**config.mk**
```make
export PLATFORM = sky130hd
export DESIGN_NAME = keyscan_matrix
export DESIGN_NICKNAME = d
export VERILOG_FILES = /design/src/rtl/keyscan_pkg.sv /design/src/rtl/rows_sync.sv /design/src/rtl/keyscan_matrix.sv
export SDC_FILE = /design/constraint.sdc
export NUM_CORES = 1
export LEC_CHECK = 0
export ABC_CLOCK_PERIOD_IN_PS = 3150
export CAP_MARGIN = 10
export CORE_MARGIN = 4
export CORE_UTILIZATION = 48
export CTS_BUF_LIST = sky130_fd_sc_hd__clkbuf_8 sky130_fd_sc_hd__clkbuf_16
export CTS_CLUSTER_DIAMETER = 40
export DETAILED_ROUTE_END_ITERATION = 7
export GPL_TIMING_DRIVEN = 0
export PLACE_DENSITY = 0.75
export SETUP_SLACK_MARGIN = 0.3
export SYNTH_ARGS = -nofsm -noshare
export SYNTH_HDL_FRONTEND = slang
export SYNTH_SLANG_ARGS = --single-unit
```
**constraint.sdc**
```tcl
create_clock -name clk -period 3.15 [get_ports clk]
set_input_delay 0.63 -clock clk [delete_from_list [all_inputs] [get_ports clk]]
set_output_delay 0.63 -clock clk [all_outputs]
set_load 0.01 [all_outputs]
```
**src/rtl/keyscan_pkg.sv**
```systemverilog
// Shared types and the keypad layout map for the matrix keypad scanner.
package keyscan_pkg;

   typedef enum logic [1:0] {
      S_SCAN,
      S_DEBOUNCE,
      S_PRESSED
   } scan_state_t;

   localparam logic [3:0] KEY_STAR = 4'd10;
   localparam logic [3:0] KEY_HASH = 4'd11;

   // 4x3 pads use the phone layout; any other geometry reports the raw index.
   function automatic logic [3:0] key_code(input int r, input int c, input int rows, input int cols);
      int idx;
      idx = r * cols + c;
      if (rows == 4 && cols == 3) begin
         if (r < 3) return 4'(idx + 1);
         if (c == 0) return KEY_STAR;
         if (c == 1) return 4'd0;
         return KEY_HASH;
      end
      return 4'(idx);
   endfunction

endpackage

```
**src/rtl/rows_sync.sv**
```systemverilog
// Two-flop synchroniser for the raw keypad row lines, cleared by the async reset.
module rows_sync #(
   parameter int W = 4
) (
   input  logic         clk,
   input  logic         reset,
   input  logic [W-1:0] d,
   output logic [W-1:0] q
);

   logic [W-1:0] meta;

   always_ff @(posedge clk or negedge reset) begin
      if (!reset) begin
         meta <= '0;
         q    <= '0;
      end else begin
         meta <= d;
         q    <= meta;
      end
   end

endmodule

```
**src/rtl/keyscan_matrix.sv**
```systemverilog
// Matrix keypad scanner: column strobing, press/release debounce, single-key decode,
// digit entry buffer and the level buttons on the star and hash keys.
//
//   state      | meaning
//   S_SCAN     | strobing columns, waiting for exactly one active row
//   S_DEBOUNCE | column frozen, counting identical samples of the latched row
//   S_PRESSED  | key accepted, counting all-zero samples until release
module keyscan_matrix
   import keyscan_pkg::*;
#(
   parameter int ROWS     = 4,
   parameter int COLS     = 3,
   parameter int DEPTH    = 4,
   parameter int SCAN_DIV = 4,
   parameter int DEBOUNCE = 3
) (
   input  logic               clk,
   input  logic               reset,
   input  logic               shift,
   input  logic [ROWS-1:0]    rows,
   output logic [COLS-1:0]    columns,
   output logic [3:0]         key,
   output logic               key_valid,
   output logic [4*DEPTH-1:0] key_buffer,
   output logic               time_button,
   output logic               alarm_button
);

   localparam int RW = (ROWS > 1) ? $clog2(ROWS) : 1;
   localparam int CW = (COLS > 1) ? $clog2(COLS) : 1;
   localparam int SW = $clog2(SCAN_DIV);
   localparam int DW = $clog2(DEBOUNCE + 1);
   localparam int BW = 4 * DEPTH;

   scan_state_t   state, state_n;
   logic [SW-1:0] div;
   logic          tick;
   logic [CW-1:0] col, col_n, col_adv;
   logic [RW-1:0] row, row_n, hot_row;
   logic [DW-1:0] cnt, cnt_n, rel, rel_n;
   logic [ROWS-1:0] sync_rows;
   logic          one_hot;
   logic          accept;
   logic [3:0]    code;

   rows_sync #(.W(ROWS)) u_rows_sync (
      .clk   (clk),
      .reset (reset),
      .d     (rows),
      .q     (sync_rows)
   );

   assign tick    = (div == SW'(SCAN_DIV - 1));
   assign one_hot = (sync_rows != '0) && ((sync_rows & (sync_rows - ROWS'(1))) == '0);
   assign col_adv = (col == CW'(COLS - 1)) ? '0 : col + CW'(1);
   assign columns = COLS'(1) << col;
   assign code    = key_code(int'(row_n), int'(col), ROWS, COLS);

   // The buttons follow the held key directly, so they drop on the edge leaving S_PRESSED.
   assign time_button  = (state == S_PRESSED) && (key == KEY_STAR);
   assign alarm_button = (state == S_PRESSED) && (key == KEY_HASH);

   always_comb begin
      hot_row = '0;
      for (int i = 0; i < ROWS; i++)
         if (sync_rows[i]) hot_row = RW'(i);
   end

   always_comb begin
      state_n = state;
      col_n   = col;
      row_n   = row;
      cnt_n   = cnt;
      rel_n   = rel;
      accept  = 1'b0;
      if (tick) begin
         unique case (state)
            S_SCAN: begin
               if (one_hot) begin
                  row_n = hot_row;
                  cnt_n = DW'(1);
                  if (DEBOUNCE == 1) begin
                     state_n = S_PRESSED;
                     accept  = 1'b1;
                  end else begin
                     state_n = S_DEBOUNCE;
                  end
               end else begin
                  col_n = col_adv;
               end
            end
            S_DEBOUNCE: begin
               if (sync_rows == (ROWS'(1) << row)) begin
                  cnt_n = cnt + DW'(1);
                  if (cnt + DW'(1) == DW'(DEBOUNCE)) begin
                     state_n = S_PRESSED;
                     accept  = 1'b1;
                  end
               end else begin
                  state_n = S_SCAN;
                  col_n   = col_adv;
               end
            end
            S_PRESSED: begin
               if (sync_rows == '0) begin
                  if (rel + DW'(1) == DW'(DEBOUNCE)) begin
                     state_n = S_SCAN;
                     col_n   = col_adv;
                     rel_n   = '0;
                  end else begin
                     rel_n = rel + DW'(1);
                  end
               end else begin
                  rel_n = '0;
               end
            end
            default: state_n = S_SCAN;
         endcase
      end
   end

   always_ff @(posedge clk or negedge reset) begin
      if (!reset) begin
         state <= S_SCAN;
         div   <= '0;
         col   <= '0;
         row   <= '0;
         cnt   <= '0;
         rel   <= '0;
      end else begin
         state <= state_n;
         div   <= tick ? '0 : div + SW'(1);
         col   <= col_n;
         row   <= row_n;
         cnt   <= cnt_n;
         rel   <= rel_n;
      end
   end

   always_ff @(posedge clk or negedge reset) begin
      if (!reset) begin
         key        <= '0;
         key_valid  <= 1'b0;
         key_buffer <= '0;
      end else begin
         key_valid <= accept;
         if (accept) begin
            key <= code;
            if (code < 4'd10) begin
               if (shift) begin
                  for (int i = DEPTH - 1; i > 0; i--)
                     key_buffer[4*i +: 4] <= key_buffer[4*(i-1) +: 4];
                  key_buffer[3:0] <= code;
               end else begin
                  key_buffer <= BW'(code);
               end
            end
         end
      end
   end

endmodule

```
# ---- Yosys cells after proc, flatten, opt, wreduce, memory -nomap -nowiden
# Index checks and enable logic that the tools add are counted.
dict set report word_totals {
  ff_bits 41
  wordCells 96
}
dict set report op_classes {
  add_sub_neg 7
  n_mul 1
  order_cmp 2
  n_eq_ne 17
  shifts 2
  n_mux 40
  bitwise 1
  reduce_logical 15
}
# operator count
set ops {}
lappend ops {{$mux 2} 19}
lappend ops {{$mux 4} 6}
lappend ops {{$mux 16} 1}
lappend ops {{$eq 2x2->1 const B} 6}
lappend ops {{$pmux 2 s3} 2}
lappend ops {{$mux 1} 11}
lappend ops {{$add 2x1->2 const B} 4}
lappend ops {{$eq 4x4->1 const B} 2}
lappend ops {{$logic_not 4->1} 2}
lappend ops {{$ne 2x2->1 const B} 4}
lappend ops {{$reduce_and 6->1} 1}
lappend ops {{$reduce_and 5->1} 1}
lappend ops {{$add 4x1->4 const B} 1}
lappend ops {{$add 4x2->4} 1}
lappend ops {{$and 4x4->4} 1}
lappend ops {{$eq 4x4->1} 1}
lappend ops {{$logic_not 2->1} 2}
lappend ops {{$lt 4x4->1 const B} 1}
lappend ops {{$mul 2x2->4 const B} 1}
lappend ops {{$ne 2x1->1 const B} 2}
lappend ops {{$pmux 2 s2} 1}
lappend ops {{$reduce_and 2->1} 2}
lappend ops {{$reduce_and 4->1} 1}
lappend ops {{$reduce_bool 4->1} 1}
lappend ops {{other kinds (9)} 11}

# ---- Logic depth before layout (Yosys ltp)
# Gate-level depths: netlist (run 1).
dict set report depth {
  depth_word 18
  mapped_depth 16
}

# ---- Modules after synthesis
# From an unflattened synthesis (run 1), not the netlist that was laid out.
dict set report unflattened {
  hier_cells 180
  hier_area_um2 1905.6
}
# mod instances cells_each area_per_inst_um2 seq_area_each_um2
set by_module_without_submodules {}
lappend by_module_without_submodules {keyscan_matrix 1 172 1705.4 825.8}
lappend by_module_without_submodules {rows_sync 1 8 200.2 200.2}

# ---- Worst setup path before layout (run 1)
# OpenSTA, ideal clock, no wires.
dict set report synth_path {
  kind {flip-flop to flip-flop}
  from {register u_rows_sync.q[1]}
  to {register key_buffer[10]}
  arrival_time_ns 3.331
  setup_slack_ns -0.258
  stages_incl_launch_ff 16
  synth_period_minus_slack_ns 3.408
  path_cell_list {dfrtp_1 buf_2 nor4b_1 a211oi_1 nor3_1 nand2_1 mux2i_1 fa_1 inv_1 fa_1 xnor2_1 nand2_1 nand2_1 clkbuf_1 nand3_1 o2bb2ai_1}
}
dict set report synth_via {
  elab_chain_cells 18
}
# item line
set synth_rtl {}
lappend synth_rtl {{from (decl)} rows_sync.sv:8} ;# output logic [W-1:0] q
lappend synth_rtl {{from (signal assigned)} rows_sync.sv:19} ;# q <= meta;
lappend synth_rtl {{$sub 4x1->4} keyscan_matrix.sv:54} ;# assign one_hot = (sync_rows != '0) && ((sync_rows & (sync_rows - ROWS'(1))) == '0);
lappend synth_rtl {{$and 4x4->4} keyscan_matrix.sv:54}
lappend synth_rtl {{$logic_not 4->1} keyscan_matrix.sv:54}
lappend synth_rtl {{$logic_and 1x1->1} keyscan_matrix.sv:54}
lappend synth_rtl {{$mux 2} keyscan_matrix.sv:79} ;# if (one_hot) begin
lappend synth_rtl {{$mux 2} keyscan_matrix.sv:77} ;# unique case (state)
lappend synth_rtl {{$mux 2} keyscan_matrix.sv:76} ;# if (tick) begin
lappend synth_rtl {{$mul 2x2->4} keyscan_pkg.sv:16} ;# idx = r * cols + c;
lappend synth_rtl {{[... 2 more ...]} --}
lappend synth_rtl {{$mux 4} keyscan_pkg.sv:18} ;# if (r < 3) return 4'(idx + 1);
lappend synth_rtl {{$mux 4} keyscan_pkg.sv:19} ;# if (c == 0) return KEY_STAR;
lappend synth_rtl {{$mux 4} keyscan_pkg.sv:20} ;# if (c == 1) return 4'd0;
lappend synth_rtl {{$mux 4} keyscan_pkg.sv:21} ;# return KEY_HASH;
lappend synth_rtl {{$mux 4} keyscan_pkg.sv:20}
lappend synth_rtl {{$mux 4} keyscan_pkg.sv:19}
lappend synth_rtl {{$lt 4x4->1} keyscan_matrix.sv:149} ;# if (code < 4'd10) begin
lappend synth_rtl {{$reduce_and 2->1 (no line) (*)} --}
lappend synth_rtl {{to (signal, indexed assignment)} keyscan_matrix.sv:152} ;# key_buffer[4*i +: 4] <= key_buffer[4*(i-1) +: 4];
lappend synth_rtl {{to (signal assigned)} keyscan_matrix.sv:155} ;# key_buffer <= BW'(code);
lappend synth_rtl {{to (decl)} keyscan_matrix.sv:24} ;# output logic [4*DEPTH-1:0] key_buffer,
# Mark *: on every way between the ends. The rest lies on a longest branch, timed or not. The select of a mux whose other input is x is not followed.
# A chain may end at the register's enable or synchronous reset.

# ---- Final worst setup path (run 1)
dict set report layout_path {
  from {register u_rows_sync.q[0]}
  to {register key_buffer[2]}
}
dict set report layout_via {
  elab_chain_cells 18
}
# item line
set layout_rtl {}
lappend layout_rtl {{$sub 4x1->4} keyscan_matrix.sv:54}
lappend layout_rtl {{$and 4x4->4} keyscan_matrix.sv:54}
lappend layout_rtl {{$logic_not 4->1} keyscan_matrix.sv:54}
lappend layout_rtl {{$logic_and 1x1->1} keyscan_matrix.sv:54}
lappend layout_rtl {{$mux 2} keyscan_matrix.sv:79}
lappend layout_rtl {{$mux 2} keyscan_matrix.sv:77}
lappend layout_rtl {{$mux 2} keyscan_matrix.sv:76}
lappend layout_rtl {{$mul 2x2->4} keyscan_pkg.sv:16}
lappend layout_rtl {{[... 2 more ...]} --}
lappend layout_rtl {{$mux 4} keyscan_pkg.sv:18}
lappend layout_rtl {{$mux 4} keyscan_pkg.sv:19}
lappend layout_rtl {{$mux 4} keyscan_pkg.sv:20}
lappend layout_rtl {{$mux 4} keyscan_pkg.sv:21}
lappend layout_rtl {{$mux 4} keyscan_pkg.sv:20}
lappend layout_rtl {{$mux 4} keyscan_pkg.sv:19}
lappend layout_rtl {{$lt 4x4->1} keyscan_matrix.sv:149}
lappend layout_rtl {{$reduce_and 2->1 (no line)} --}
lappend layout_rtl {{to (signal, indexed assignment)} keyscan_matrix.sv:152}
lappend layout_rtl {{to (signal assigned)} keyscan_matrix.sv:153} ;# key_buffer[3:0] <= code;
lappend layout_rtl {{to (signal assigned)} keyscan_matrix.sv:155}
# Parallel ways exist; a longest one is shown, timed or not. The select of a mux whose other input is x is not followed.

==> reports/metrics.csv, run 1 <==
stage;metric;value;unit
run_status;run status;finished with violations;
run_status;failing checks;setup timing;
setup_path;crit path launch type;flop;
floorplan;Core Area;4060;sq um
floorplan;die area;5390;sq um
hold_path;hold path endpoint;u_rows_sync.q[3];
global_route;initial antenna violation count;0;
power;switch share;37.9;%
power;Int Power;1.11;mW
sta;worst setup margin;-0.180;ns
clock_tree;H-tree depth;2;
route;DR vias/cell;5.34;
route;DR pass1 iterations;4;
global_route;GR Util met2;24.8;%
floorplan;chip width;73.4;microns
power;pwr/cell area;647;nW/um^2
route;via count;1553;
route;antenna-violating nets left;0;
flow_run;max-cap viol count;0;
synthesis;synthesized area;2060;sq um
finish;register area;1030;sq um
sta;final setup vio count;16;
setup_path;r2r endpoint;key_buffer[2];
power;Reg power frac;33.4;%
power;Comb power frac;47.7;%
synthesis;Synth Flop Type;dfrtp_1;
global_route;total grt overflow;0;
route;Post-route DRC;0;
setup_path;Setup CP Type;reg -> reg;
power;switching power total;676;uW
floorplan;IO Count;33;
synthesis;Ys Warns;0;
setup_path;worst reg2reg path depth;15;
power;total power;1.79;mW
power;clock power share;19.0;%
synthesis;Async SR Flop Fraction;100;%
placed_design;cell total after placement;272;
sta;RSZ-0062 raised after global routing;yes;
finish;post-route cell area;2760;sq um
sta;total negative slack;-2.26;ns
clock_tree;root buffer cell;clkbuf_8;
placed_design;Port-buffer cells;32;
clock_tree;CTS Hold Bufs;0;
setup_path;crit path DAT;3.51;ns
global_route;vias in the first global route;1525;
clock_tree;CTS Sinks;41;
global_route;gr usage total;16.9;%
synthesis;Mapped Cells;190;
finish;layout cells sized above 1;27.4;%
floorplan;# rows;23;
floorplan;Starting Density;50.7;%
sta;Worst Skew;0.0106;ns
sta;Fin Hold WS;0.352;ns
synthesis;number of flops mapped to enable cells by yosys;0;
hold_path;worst hold-check path type;reg -> reg;
global_route;GR Util met1;24.5;%
sta;Worst slew margin;41.2;%
synthesis;Syn Nets;205;
hold_path;Hold Crit Start;u_rows_sync.meta[3];
route;DR WL/cell;14.3;microns
setup_path;flop2flop setup slack;-0.18;ns
finish;Antenna diodes;0;
setup_path;Critical Path End Type;flop;
finish;Filler Cell Count;309;
global_route;met3 Track Usage GR;4.24;%
clock_tree;Worst-path clk slew;0.08;ns
sta;Final Hold Fails;0;
sta;measured slew at the worst slew-check pin;0.882;ns
power;maximum vdd drop;0.000584;V
clock_tree;CTS tree;done;
clock_tree;clock latency at the later pin of the worst-skew pair;0.30;ns
placed_design;routability cong.;0.783;
global_route;first-pass GRT wire length;7120;microns
synthesis;Seq cells post-synth;41;
clock_tree;cts bufs inserted;5;
synthesis;sequential area share after synthesis;49.9;%
finish;Final Non-Filler Cells;291;
hold_path;Hold Path Stages;0;
synthesis;number of different library cells in the post-synthesis netlist;44;
power;leak pwr;1.20;nW
setup_path;Critical Path RT;3.33;ns
finish;Layout Nets;255;
route;DRT iter0 DRCs;90;
setup_path;Critical Path Fanout Max;5;
global_route;largest net degree at the start of global routing;42;
finish;Syn-to-layout area delta;34.3;%
clock_tree;clk buf depth;2;
placed_design;dpl ws;-0.434;ns
sta;Slew Viols, Final;0;
sta;min Tclk post-route;3.33;ns
global_route;gr busiest metal;met2;
finish;Finished Core Util;68.0;%
sta;Final period util;106;%
sta;Max Clock Freq;300;MHz
placed_design;Final HPWL DP;2880;microns
route;final wirelength;4170;microns
finish;multi-input logic area;1050;sq um
synthesis;syn_area_per_cell;10.8;sq um
floorplan;die height;73.4;microns
setup_path;RR Startpoint;u_rows_sync.q[0];
placed_design;DP Area;2510;sq um
[cells in the final DEF (no fill, tap or decap), types with 6 or more instances in the layout]
cell / instances
clkdlybuf4s50_1: 31
nand2_1: 10
nor2_1: 14
nand3_1: 17
inv_1: 9
buf_6: 6
dfrtp_1: 41
mux2_2: 6
o2bb2ai_2: 7
buf_4: 12
[registers in the layout, summed over array words and instances, names as in the netlist]
name and flops:
rel 2, key 4, row 2, key_valid 1, key_buffer 16, div 2
u_rows_sync.q 4, state 2, col 2, u_rows_sync.meta 4, cnt 2
[worst max path at each step]
stage | start | to | depth (start not counted)
after CTS | u_rows_sync.q[2] | key_buffer[2] | 15
after global placement | u_rows_sync.q[1] | key_buffer[2] | 15
final | u_rows_sync.q[0] | key_buffer[2] | 15
after floorplan | u_rows_sync.q[3] | key_buffer[2] | 15
after detailed placement | u_rows_sync.q[3] | key_buffer[9] | 15
after global routing | u_rows_sync.q[0] | key_buffer[2] | 15
[worst max-delay path, stage by stage (launching register included)]
cell and delay, ns:
dfrtp_1 0.38, buf_6 0.13, nor4b_4 0.28, a211oi_2 0.09, nor3_2 0.18, nand2_2 0.14, mux2i_2 0.20, fa_1 0.56
inv_2 0.05, fa_2 0.35, xnor2_2 0.20, nand2_2 0.11, nand2_4 0.10, nand2b_4 0.05, buf_6 0.12, mux2_4 0.29
[power by group through the flow]
stage / sequential, mW / combinational, mW / clock [mW]
2_1_floorplan: 0.598 / 0.491 / 0
6_report: 0.596 / 0.852 / 0.339
3_5_place_dp: 0.606 / 0.650 / 0
3_3_place_gp: 0.605 / 0.636 / 0
5_1_grt: 0.601 / 0.940 / 0.371
4_1_cts: 0.596 / 0.808 / 0.345
[per-layer routing]
layer | part of all wire (%) | up-vias
met5 | 0 | -
met4 | 1.4 | 0
met3 | 4.3 | 6
met2 | 45 | 31
met1 | 50 | 746
li1 | - | 770
[cells by family after synthesis]
| kind of cell | share of synthesized area [%] |
|---|---|
| flip-flops | 49.9 |
| buffers and inverters | 6.03 |
| XOR/XNOR | 0.852 |
| multiplexers | 6.51 |
| AO/OA/AOI/OAI | 11.8 |
| AND/OR/NAND/NOR | 19.3 |
| adder cells (fa/ha/maj) | 5.60 |
[layout make-up]
class / instances / share of cell area [%]
clock buffer: 5 / 2.49
sequential: 41 / 37.2
multi-input combinational: 126 / 38.0
tap: 50 / 2.27
clock inverter: 3 / 0.635
timing repair buffer: 43 / 14.4
inverter: 10 / 1.36
buffer: 13 / 3.63
[cells in the mapped netlist (2+ instances only)]
library cell | count | area (sq um)
dfrtp_1 | 41 | 1030
nand3_1 | 17 | 85.1
nor2_1 | 16 | 60.1
nand2_1 | 13 | 48.8
o2bb2ai_1 | 12 | 105
inv_1 | 10 | 37.5
mux2_2 | 7 | 78.8
ha_1 | 6 | 75.1
o21ai_0 | 6 | 30.0
clkbuf_1 | 5 | 18.8
buf_6 | 4 | 45.0
mux2i_1 | 4 | 40.0
nand2b_1 | 4 | 25.0
buf_2 | 3 | 15.0
nor2b_1 | 3 | 18.8
nor3_1 | 3 | 15.0
a211oi_1 | 2 | 15.0
a21o_1 | 2 | 15.0
a21oi_1 | 2 | 10.0
and3b_1 | 2 | 17.5
fa_1 | 2 | 40.0
nand4b_1 | 2 | 17.5
nor4b_1 | 2 | 17.5
o31ai_1 | 2 | 15.0
[what timing repair did]
action,in CTS,in global routing
resized for setup,11,6
buffers inserted,8,3
pin swaps,8,2
endpoints found under the setup margin,19,19
No activity file was read; power rests on OpenSTA's default activity.
==> run 2, diff against run 1 <==
- PLACE_DENSITY: 0.75 -> 0.85
==> run 2 against run 1 <==
Compared with the run above:
- non-clock buffer count unchanged
- the run still ends with setup timing left
- power grew 2.2%
- combinational power rose by 5.2%
- clock-buffer cell count did not move
==> reports/metrics.csv, run 2 (same netlist as run 1, synthesis figures left out) <==
stage;metric;value;unit
sta;worst setup margin;-0.238;ns
clock_tree;CTS Sinks;41;
clock_tree;root buffer cell;clkbuf_8;
clock_tree;H-tree depth;2;
power;maximum vdd drop;0.000594;V
clock_tree;Worst-path clk slew;0.08;ns
clock_tree;clk buf depth;2;
floorplan;# rows;23;
power;switch share;37.4;%
global_route;total grt overflow;0;
power;Reg power frac;32.8;%
global_route;vias in the first global route;1681;
finish;Syn-to-layout area delta;33.7;%
power;Int Power;1.14;mW
power;switching power total;683;uW
finish;layout cells sized above 1;25.8;%
floorplan;die area;5390;sq um
placed_design;routability cong.;0.854;
route;Post-route DRC;0;
sta;Worst slew margin;40.8;%
floorplan;die height;73.4;microns
setup_path;Critical Path Fanout Max;5;
setup_path;crit path launch type;flop;
finish;Finished Core Util;67.7;%
setup_path;Worst path max stage delay;0.56;ns
global_route;largest net degree at the start of global routing;42;
sta;Worst Skew;0.00470;ns
global_route;initial antenna violation count;0;
sta;min Tclk post-route;3.39;ns
global_route;gr usage total;19.4;%
route;DR WL/cell;16.4;microns
finish;Layout Nets;255;
sta;final setup vio count;16;
run_status;run status;finished with violations;
route;via count;1633;
flow_run;max-cap viol count;0;
route;final wirelength;4770;microns
clock_tree;clock latency at the later pin of the worst-skew pair;0.30;ns
setup_path;CP max stage cell;fa_1;
clock_tree;cts bufs inserted;5;
clock_tree;CTS tree;done;
finish;register with the highest flop count;key_buffer;
power;Comb power frac;49.1;%
finish;most common cell after layout, fill and taps aside;dfrtp_1;
sta;Final period util;108;%
finish;Final Non-Filler Cells;290;
setup_path;Critical Path End Type;flop;
floorplan;IO Count;33;
placed_design;Port-buffer cells;32;
finish;Largest register FFs;16;
route;DR pass1 iterations;4;
finish;Antenna diodes;0;
hold_path;worst hold-check path type;reg -> reg;
floorplan;chip width;73.4;microns
finish;most frequent cells in the layout;41 x dfrtp_1, 31 x clkdlybuf4s50_1, 17 x nand3_1;
power;pwr/cell area;665;nW/um^2
floorplan;Starting Density;50.7;%
setup_path;crit path DAT;3.57;ns
power;leak pwr;1.20;nW
power;clock power share;18.2;%
sta;total negative slack;-3.22;ns
placed_design;cell total after placement;272;
route;DR vias/cell;5.63;
finish;Filler Cell Count;306;
global_route;first-pass GRT wire length;7980;microns
setup_path;Setup CP Type;reg -> reg;
run_status;failing checks;setup timing;
sta;Final Hold Fails;0;
sta;RSZ-0062 raised after global routing;yes;
route;DRT iter0 DRCs;121;
sta;Slew Viols, Final;0;
sta;Max Clock Freq;295;MHz
route;antenna-violating nets left;0;
setup_path;crit-path cells;buf_6 > nor4b_4 > a211oi_2 > nor3_2 > nand2_2 > mux2i_2 > fa_1 > inv_2 > fa_2 > xnor2_2 > nand2_2 > nand2_4 > nand2b_4 > buf_6 > mux2_4;
floorplan;Core Area;4060;sq um
clock_tree;CTS Hold Bufs;0;
sta;measured slew at the worst slew-check pin;0.888;ns
setup_path;Critical Path RT;3.33;ns
placed_design;Final HPWL DP;3120;microns
run 2: layout make-up:
cell class / instances / area [sq um] / share of cell area [%]
Sequential cell: 41 / 1030 / 37.3
Timing Repair Buffer: 43 / 405 / 14.8
Tap cell: 50 / 62.6 / 2.28
Clock inverter: 2 / 12.5 / 0.455
Clock buffer: 5 / 68.8 / 2.50
Inverter: 10 / 37.5 / 1.37
Multi-Input combinational cell: 126 / 1030 / 37.6
Buffer: 13 / 103 / 3.73
run 2: worst paths after layout:
check                                         start                   to  slack (ns)  cells after the start
min in group asynchronous                     reset  u_rows_sync.meta[3]        0.45                      1
worst max register to register     u_rows_sync.q[0]        key_buffer[2]       -0.24                     15
worst min-delay path            u_rows_sync.meta[1]     u_rows_sync.q[1]        0.35                      0
worst min register to register  u_rows_sync.meta[1]     u_rows_sync.q[1]        0.35                      0
worst max-delay path               u_rows_sync.q[0]        key_buffer[2]       -0.24                     15
max in group asynchronous                     reset        key_buffer[2]        2.14                      1
run 2: worst max-delay path, delay by kind of cell (launching register included):
family / cells / cell delay (ns)
XOR/XNOR: 1 / 0.22
flip-flops: 1 / 0.37
multiplexers: 2 / 0.49
AND/OR/NAND/NOR: 6 / 0.89
adder cells (fa/ha/maj): 2 / 0.92
buffers and inverters: 3 / 0.30
AO/OA/AOI/OAI: 1 / 0.09
run 2: per-layer routing:
| metal | vias up | GRT usage [%] | routed length (microns) |
|---|---|---|---|
| li1 | 768 | - | - |
| met1 | 804 | 24.9 | 2060 |
| met2 | 45 | 31.3 | 2370 |
| met3 | 16 | 4.38 | 192 |
| met4 | 0 | 8.85 | 140 |
| met5 | - | 0 | 0 |
run 2: power groups by stage:
| stage | combinational [mW] | sequential [mW] | clock [mW] |
|---|---|---|---|
| finish | 0.896 | 0.598 | 0.332 |
| global route | 0.979 | 0.603 | 0.361 |
| CTS | 0.834 | 0.597 | 0.336 |
| detailed placement | 0.646 | 0.607 | 0 |
| global placement | 0.626 | 0.605 | 0 |
| floorplan | 0.491 | 0.598 | 0 |
run 2: what timing repair did:
action,CTS,global route
gates resized for setup,11,3
setup endpoints to repair,19,19
setup buffers,11,0
pin swaps,11,0
run 2: stage by stage:
stage	power [mW]	setup slack (ns)	hold WS [ns]	area, sq um
6_report	1.83	-0.238	0.354	2750
5_1_grt	1.94	-0.352	0.369	2750
4_1_cts	1.77	-0.211	0.356	2740
3_5_place_dp	1.25	-0.574	0.336	2510
3_3_place_gp	1.23	-0.375	0.332	2520
2_1_floorplan	1.09	-0.168	0.331	2140
